**src/rtl/vx_barrier_unit_pkg.sv**
```systemverilog
// rtl/vx_barrier_unit_pkg.sv - shared barrier types, error codes and width helper
package vx_barrier_unit_pkg;

   // Error codes reported on err_code alongside a one-cycle err_valid pulse.
   localparam logic [1:0] BAR_ERR_NONE = 2'b00;
   localparam logic [1:0] BAR_ERR_DUP  = 2'b01;
   localparam logic [1:0] BAR_ERR_SIZE = 2'b10;

   // Widths of the default core configuration (4 warps, 4 barriers).
   localparam int BAR_DEF_NW_BITS = 2;
   localparam int BAR_DEF_NB_BITS = 2;
   localparam int BAR_DEF_WARPS   = 4;

   // Index width that never collapses to zero bits for a single-element range.
   function automatic int up_clog2(input int n);
      return (n > 1) ? $clog2(n) : 1;
   endfunction

   // Barrier request as issued by the GPU unit (default configuration widths).
   typedef struct packed {
      logic                       valid;
      logic [BAR_DEF_NB_BITS-1:0] id;
      logic [BAR_DEF_NW_BITS-1:0] size_m1;
      logic                       noblock;
      logic [BAR_DEF_NW_BITS-1:0] wid;
   } gpu_barrier_t;

   // State of one barrier slot (default configuration widths).
   typedef struct packed {
      logic                       active;
      logic [BAR_DEF_NW_BITS-1:0] size_m1;
      logic [BAR_DEF_WARPS-1:0]   mask;
      logic [BAR_DEF_WARPS-1:0]   wait_mask;
      logic [BAR_DEF_NW_BITS:0]   count;
   } barrier_entry_t;

endpackage

```
**src/rtl/vx_barrier_unit_entry.sv**
```systemverilog
// rtl/vx_barrier_unit_entry.sv - one barrier slot: arrival tracking, release and error flags
module vx_barrier_unit_entry
   import vx_barrier_unit_pkg::*;
#(
   parameter int NUM_WARPS = 4,
   parameter int NW_BITS   = up_clog2(NUM_WARPS)
) (
   input  logic                 clk,
   input  logic                 reset,
   input  logic                 sel,
   input  logic [NW_BITS-1:0]   req_wid,
   input  logic [NW_BITS-1:0]   req_size_m1,
   input  logic                 req_noblock,
   output logic [NUM_WARPS-1:0] wait_mask,
   output logic                 rel_valid,
   output logic [NUM_WARPS-1:0] rel_wmask,
   output logic                 err_dup,
   output logic                 err_size
);

   localparam logic [NW_BITS:0] CNT_ONE = (NW_BITS+1)'(1);

   logic                 active;
   logic [NW_BITS-1:0]   size_m1;
   logic [NUM_WARPS-1:0] mask;
   logic [NW_BITS:0]     count;

   logic [NUM_WARPS-1:0] wid_bit;
   logic [NW_BITS-1:0]   eff_size;
   logic [NW_BITS:0]     count_next;
   logic [NW_BITS:0]     target;
   logic [NUM_WARPS-1:0] wait_next;
   logic                 arrive;
   logic                 is_final;

   // Classify the incoming request: duplicate, size mismatch, plain or final arrival.
   always_comb begin
      wid_bit          = '0;
      wid_bit[req_wid] = 1'b1;
      err_dup          = sel && active && ((mask & wid_bit) != '0);
      err_size         = sel && active && !err_dup && (size_m1 != req_size_m1);
      // The first arrival defines the generation's size; later ones are forced to it.
      eff_size         = active ? size_m1 : req_size_m1;
      arrive           = sel && !err_dup;
      count_next       = count + CNT_ONE;
      // Zero-extended compare keeps size_m1 = NUM_WARPS-1 from overflowing.
      target           = {1'b0, eff_size} + CNT_ONE;
      is_final         = arrive && (count_next == target);
      wait_next        = req_noblock ? wait_mask : (wait_mask | wid_bit);
   end

   // Slot state update; the final arrival clears the slot and launches the release pulse.
   always_ff @(posedge clk) begin
      if (reset) begin
         active    <= 1'b0;
         size_m1   <= '0;
         mask      <= '0;
         wait_mask <= '0;
         count     <= '0;
         rel_valid <= 1'b0;
         rel_wmask <= '0;
      end else begin
         rel_valid <= is_final;
         rel_wmask <= is_final ? wait_next : '0;
         if (is_final) begin
            active    <= 1'b0;
            size_m1   <= '0;
            mask      <= '0;
            wait_mask <= '0;
            count     <= '0;
         end else if (arrive) begin
            active    <= 1'b1;
            size_m1   <= eff_size;
            mask      <= mask | wid_bit;
            wait_mask <= wait_next;
            count     <= count_next;
         end
      end
   end

endmodule

```
**src/rtl/vx_barrier_unit.sv**
```systemverilog
// rtl/vx_barrier_unit.sv - per-core warp barrier controller; optional perf counters via BARRIER_PERF_EN
module vx_barrier_unit
   import vx_barrier_unit_pkg::*;
#(
   parameter int NUM_WARPS    = 4,
   parameter int NUM_BARRIERS = 4,
   parameter int NW_BITS      = up_clog2(NUM_WARPS),
   parameter int NB_BITS      = up_clog2(NUM_BARRIERS)
) (
   input  logic                 clk,
   input  logic                 reset,
   input  logic                 req_valid,
   output logic                 req_ready,
   input  logic [NB_BITS-1:0]   req_id,
   input  logic [NW_BITS-1:0]   req_wid,
   input  logic [NW_BITS-1:0]   req_size_m1,
   input  logic                 req_noblock,
   output logic                 release_valid,
   output logic [NUM_WARPS-1:0] release_wmask,
   output logic [NUM_WARPS-1:0] stalled_wmask,
   output logic                 err_valid,
   output logic [1:0]           err_code
`ifdef BARRIER_PERF_EN
   ,
   output logic [63:0]          perf_stall_cycles,
   output logic [31:0]          perf_releases
`endif
);

   logic [NUM_WARPS-1:0] ent_wait  [NUM_BARRIERS];
   logic [NUM_WARPS-1:0] ent_rmask [NUM_BARRIERS];
   logic                 ent_rel   [NUM_BARRIERS];
   logic                 ent_dup   [NUM_BARRIERS];
   logic                 ent_size  [NUM_BARRIERS];

   logic                 any_dup;
   logic                 any_size;

   assign req_ready = 1'b1;

   for (genvar g = 0; g < NUM_BARRIERS; g++) begin : g_entry
      vx_barrier_unit_entry #(
         .NUM_WARPS (NUM_WARPS),
         .NW_BITS   (NW_BITS)
      ) u_entry (
         .clk         (clk),
         .reset       (reset),
         .sel         (req_valid && (req_id == NB_BITS'(g))),
         .req_wid     (req_wid),
         .req_size_m1 (req_size_m1),
         .req_noblock (req_noblock),
         .wait_mask   (ent_wait[g]),
         .rel_valid   (ent_rel[g]),
         .rel_wmask   (ent_rmask[g]),
         .err_dup     (ent_dup[g]),
         .err_size    (ent_size[g])
      );
   end

   // Merge slots: at most one slot releases or errors per cycle, so OR acts as the mux.
   always_comb begin
      stalled_wmask = '0;
      release_valid = 1'b0;
      release_wmask = '0;
      any_dup       = 1'b0;
      any_size      = 1'b0;
      for (int i = 0; i < NUM_BARRIERS; i++) begin
         stalled_wmask = stalled_wmask | ent_wait[i];
         release_valid = release_valid | ent_rel[i];
         release_wmask = release_wmask | ent_rmask[i];
         any_dup       = any_dup | ent_dup[i];
         any_size      = any_size | ent_size[i];
      end
   end

   // Error pulse one cycle after the offending request; a duplicate outranks a size mismatch.
   always_ff @(posedge clk) begin
      if (reset) begin
         err_valid <= 1'b0;
         err_code  <= BAR_ERR_NONE;
      end else begin
         err_valid <= any_dup | any_size;
         err_code  <= any_dup ? BAR_ERR_DUP : (any_size ? BAR_ERR_SIZE : BAR_ERR_NONE);
      end
   end

`ifdef BARRIER_PERF_EN
   logic [NW_BITS:0] stall_pop;

   // Number of warps currently blocked.
   always_comb begin
      stall_pop = '0;
      for (int i = 0; i < NUM_WARPS; i++) begin
         stall_pop = stall_pop + {{NW_BITS{1'b0}}, stalled_wmask[i]};
      end
   end

   // Free-running, wrapping counters of stalled warp-cycles and releases.
   always_ff @(posedge clk) begin
      if (reset) begin
         perf_stall_cycles <= '0;
         perf_releases     <= '0;
      end else begin
         perf_stall_cycles <= perf_stall_cycles + 64'(stall_pop);
         perf_releases     <= perf_releases + 32'(release_valid);
      end
   end
`endif

endmodule
```
**config.mk**
```make
export PLATFORM = sky130hd
export DESIGN_NAME = vx_barrier_unit
export DESIGN_NICKNAME = d
export VERILOG_FILES = /design/src/rtl/vx_barrier_unit_pkg.sv /design/src/rtl/vx_barrier_unit_entry.sv /design/src/rtl/vx_barrier_unit.sv
export SDC_FILE = /design/constraint.sdc
export NUM_CORES = 1
export LEC_CHECK = 0
export ABC_AREA = 1
export CAP_MARGIN = 25
export CORE_ASPECT_RATIO = 1.75
export CORE_UTILIZATION = 25
export DETAILED_ROUTE_END_ITERATION = 10
export GPL_ROUTABILITY_DRIVEN = 0
export GPL_TIMING_DRIVEN = 0
export PLACE_DENSITY = 0.41
export SYNTH_ARGS = -nofsm -noshare
export SYNTH_HDL_FRONTEND = slang
export SYNTH_SLANG_ARGS = --single-unit
```
**constraint.sdc**
```tcl
create_clock -name clk -period 1.95 [get_ports clk]
set_clock_uncertainty 0.1 [all_clocks]
set_input_delay 0.39 -clock clk [delete_from_list [all_inputs] [get_ports clk]]
set_output_delay 0.39 -clock clk [all_outputs]
set_load 0.005 [all_outputs]
```
==> results <==
- In the post-synthesis netlist, the biggest area contributors are sky130_fd_sc_hd__dfxtp_1 38%, sky130_fd_sc_hd__nand2_1 17%, sky130_fd_sc_hd__inv_1 12%.
- Counting every net in the synthesized netlist gives 675.
- TritonCTS built the clock tree.
- Summed over all layers, the global routing overflow is 0.
- The initial detailed-routing violation count is 180.
- A synthesized cell averages 6.31 um2.
- For hold timing, the worst endpoint is g_entry[0].u_entry.rel_wmask[3]$_SDFF_PP0_.
- The post-place setup slack is -1.24 ns.
- The first global-routing pass estimated 19.1 mm of wire.
- The insertion delay of the later-clocked pin in the worst-skew pair is 0.34 ns.
- The distinct cell type count after synthesis is 29.
- The final worst-path setup slack is 0.0626 ns.
- STA classifies the critical path startpoint as a flip-flop.
- Across the VDD grid, the largest voltage drop is 429 uV.
- The via count of the first global-routing pass is 3,790.
- The hold buffer count at CTS is 0.
- The biggest fanout along the worst timing path is 1.
- The async set-or-reset flop fraction in the synthesized netlist is 0%.
- CTS built an H-tree with a depth of 3.
- Setup repair after global routing could not meet its margin everywhere.
- The critical path capture point type is an output port.
- sky130_fd_sc_hd__nand2_1 is the most common cell in the netlist.
- The mapped netlist covers 4150 um2.
- The flow ran to the end, and the final reports show no timing, DRC or antenna violations.
- 23 I/O pins were placed.
- The critical register-to-register path startpoint is g_entry[3].u_entry.active$_SDFFE_PP0P_.
- The number of antenna diodes in the final layout is 0.
- The top achievable clock speed is 530 MHz.
- The transition time at the pin with the least slew margin is 0.659 ns.
- The hold path startpoint is g_entry[0].u_entry.wait_mask[3]$_SDFFE_PP0P_.
- The instance count along the most critical hold path is 2.
- Final hold analysis gives a worst-case slack of about 0.39 ns.
- Compared with the post-synthesis result, the final layout area differs by 33.3%.
- Across the run, the number of max-cap violations was 0.
- The total via count after detailed routing is a little under 4,000.
- The setup violation total in the final timing report is 0.
- The number of warnings issued by yosys is 0.
- The share of cells above drive strength 1 is around 21%.
- The register-to-register path setup slack is 0.07 ns.
- The effective utilization at floorplan is about a quarter.
- The detailed-router iteration count before antenna repair is 4.
- The end of the worst register-to-register path is g_entry[3].u_entry.size_m1[0]$_SDFFE_PP0P_.
- The required time at the worst-slack endpoint is 1.46 ns.
- The floorplan row count is 61.
- The total placed instance area is 4580 um2.
- The final hold violation count is 0.
- Counting along the longest clock path gives a buffer depth of 2.
- The library cell with the largest summed area after synthesis is sky130_fd_sc_hd__dfxtp_1.
- The worst setup path is of the reg2out kind.
- The root buffer cell chosen for the clock tree is sky130_fd_sc_hd__clkbuf_16.
- The count of mapped cells out of synthesis is 657.
- For this design the ratio of total power to cell area is 747 nW/um2.
- Measured along the x axis, the die boundary spans 99.3 um.
- The detailed-route wire length is 12.1 mm.
- The sequential area share after synthesis is 38.2%.
- The clock transition at the register clock pins on the worst setup and hold paths after CTS is approximately 0.060 ns.
- In this run the vertical extent of the chip is 172 um.
- In the routed design, unresolved DRC markers number 0.
- After detailed routing, the average wire length per cell comes to 13.3 um.
- The global-route total usage across every layer is between 10 and 15%.
- Headroom to the max-slew limit came out at 55.8%.
- The clock period could shrink to roughly 1.9 ns.
- Dividing the detail-routed via count by the number of cells gives 4.31.
- The final period utilization is 96.8%.
- Synthesis inferred 79 register bits.
- For the worst flop-to-flop path, the logic depth is 12.
- The initial antenna violation count is 0.
- The leakage power summed over all cells is approximately 0.0027 uW.
- In this run, synthesis inferred 0 flip-flops with an integrated enable.
- In this run, CTS created clock tree buffers numbering 9.
- The area inside the core boundary is 16,000 um2.
- The number of max-slew violations in the final report came to 0.
- The overall die area is 17,100 um2.
- With fillers left out, the area of the finished cells amounts to 5530 um2.
- After synthesis, the most frequently instantiated cells are 184 x sky130_fd_sc_hd__nand2_1, 137 x sky130_fd_sc_hd__inv_1, 93 x sky130_fd_sc_hd__nor2_1, 79 x sky130_fd_sc_hd__dfxtp_1, 78 x sky130_fd_sc_hd__nand3_1.
- The number of nets still failing antenna checks after routing is 0.
- The number of nets in the finished design is 735.
- The number of sinks handled by clock tree synthesis is 79.
- The half-perimeter wire length after detailed placement is 8.73 mm.
- The most frequently used flop master after synthesis is sky130_fd_sc_hd__dfxtp_1.
- The top-area cell type share of the netlist area is 38.2%.
- At the end of the flow the core is filled with cells to 34.5%.
- The class of the most critical hold timing path is reg2reg.
- Buffers placed on the I/O ports in this run total 20.
- Total power for the finished layout comes to 4130 uW.
- STA puts the critical path data arrival time at roughly 1.4 ns.
- Entering global routing, the biggest net connects 13 pins.
[metal layers]
layer | GRT usage, % | wire [um] | vias up | share of wire [%]
met4 | 5.24 | 177 | 0 | 1.5
met1 | 15.0 | 4740 | 1770 | 39
met2 | 30.3 | 6900 | 70 | 57
met3 | 2.67 | 309 | 15 | 2.5
li1 | - | - | 2069 | -
met5 | 0 | 0 | - | 0
[flip-flops by register name (all words and copies together) (netlist names)]
signal                     cells
g_entry.u_entry.rel_valid      4
g_entry.u_entry.mask          16
g_entry.u_entry.rel_wmask     16
err_valid                      1
g_entry.u_entry.active         4
g_entry.u_entry.size_m1        8
err_code                       2
g_entry.u_entry.wait_mask     16
g_entry.u_entry.count         12
[power breakdown]
group | internal [uW] | total, uW | leakage [uW] | switching [uW]
clock | 1240 | 1910 | 0.000160 | 667
combinational | 244 | 546 | 0.00186 | 302
sequential | 1640 | 1670 | 0.000643 | 26.3
total | 3130 | 4130 | 0.00266 | 995
[stage by stage]
step                      instances  TNS, ns
final                           910        0
after global routing            910   -0.448
after CTS                       904  -0.0173
after detailed placement        866   -82.82
after global placement          866   -83.95
after floorplan                 657        0
[worst max path at each step]
stage / startpoint / slack, ns / endpoint / depth (start not counted)
after detailed placement: req_size_m1[1] / -1.24 / g_entry[3].u_entry.size_m1[0]$_SDFFE_PP0P_ / 11
after global routing: g_entry[3].u_entry.active$_SDFFE_PP0P_ / -0.05 / g_entry[3].u_entry.wait_mask[0]$_SDFFE_PP0P_ / 12
after floorplan: req_size_m1[0] / 0.01 / g_entry[3].u_entry.size_m1[0]$_SDFFE_PP0P_ / 11
after CTS: req_size_m1[1] / -0.008 / g_entry[0].u_entry.active$_SDFFE_PP0P_ / 13
after global placement: req_size_m1[1] / -1.26 / g_entry[3].u_entry.size_m1[0]$_SDFFE_PP0P_ / 11
final: g_entry[1].u_entry.rel_valid$_SDFF_PP0_ / 0.06 / release_valid / 2
[cell families after synthesis]
| logic type | after synthesis | share of synthesized area, % |
|---|---|---|
| buf+inv | 162 | 15.9 |
| xor+xnor | 4 | 0.845 |
| flops | 79 | 38.2 |
| compound gates | 9 | 1.69 |
| fa+ha+maj | 8 | 2.41 |
| simple gates | 394 | 40.9 |
| other cells | 1 | 0.0905 |
[worst max-delay path, cell delays in order (launching register included)]
cell and delay, ns:
sky130_fd_sc_hd__dfxtp_1 0.29, sky130_fd_sc_hd__or4_1 0.50, sky130_fd_sc_hd__dlygate4sd2_1 0.27
[timing repair]
action | 4_1_cts | 5_1_grt
gates cloned | 4 | 0
setup endpoints to repair | 84 | 68
buffers inserted | 19 | 8
resized for setup | 64 | 47
pin swaps | 6 | 14
endpoints found under the hold margin | 0 | 0
[placed cells by master (no fill, tap or decap), types with 4 or more instances in the layout]
cell / n
sky130_fd_sc_hd__buf_12: 4
sky130_fd_sc_hd__buf_4: 24
sky130_fd_sc_hd__nand3_1: 72
sky130_fd_sc_hd__dlygate4sd2_1: 7
sky130_fd_sc_hd__nor2_4: 6
sky130_fd_sc_hd__nand4_1: 4
sky130_fd_sc_hd__dfxtp_2: 4
sky130_fd_sc_hd__inv_1: 131
sky130_fd_sc_hd__or4_1: 5
sky130_fd_sc_hd__inv_2: 10
sky130_fd_sc_hd__nor2_2: 22
sky130_fd_sc_hd__clkdlybuf4s50_1: 9
sky130_fd_sc_hd__dfxtp_1: 72
sky130_fd_sc_hd__nor2_1: 83
sky130_fd_sc_hd__nand2_2: 11
sky130_fd_sc_hd__nand2_1: 172
sky130_fd_sc_hd__buf_6: 5
sky130_fd_sc_hd__o21ai_2: 5
sky130_fd_sc_hd__nand2_4: 6
sky130_fd_sc_hd__ha_1: 5
sky130_fd_sc_hd__buf_2: 5
sky130_fd_sc_hd__clkbuf_16: 9
[final cells by class]
class	count	area [um2]
Sequential cell	79	1600
Multi-Input combinational cell	416	2160
Inverter	146	557
Clock buffer	11	233
Clock inverter	4	95.1
Fill cell	1755	10500
Tap cell	189	236
Buffer	16	138
Timing Repair Buffer	49	510
Power figures use the tool's default switching activity.
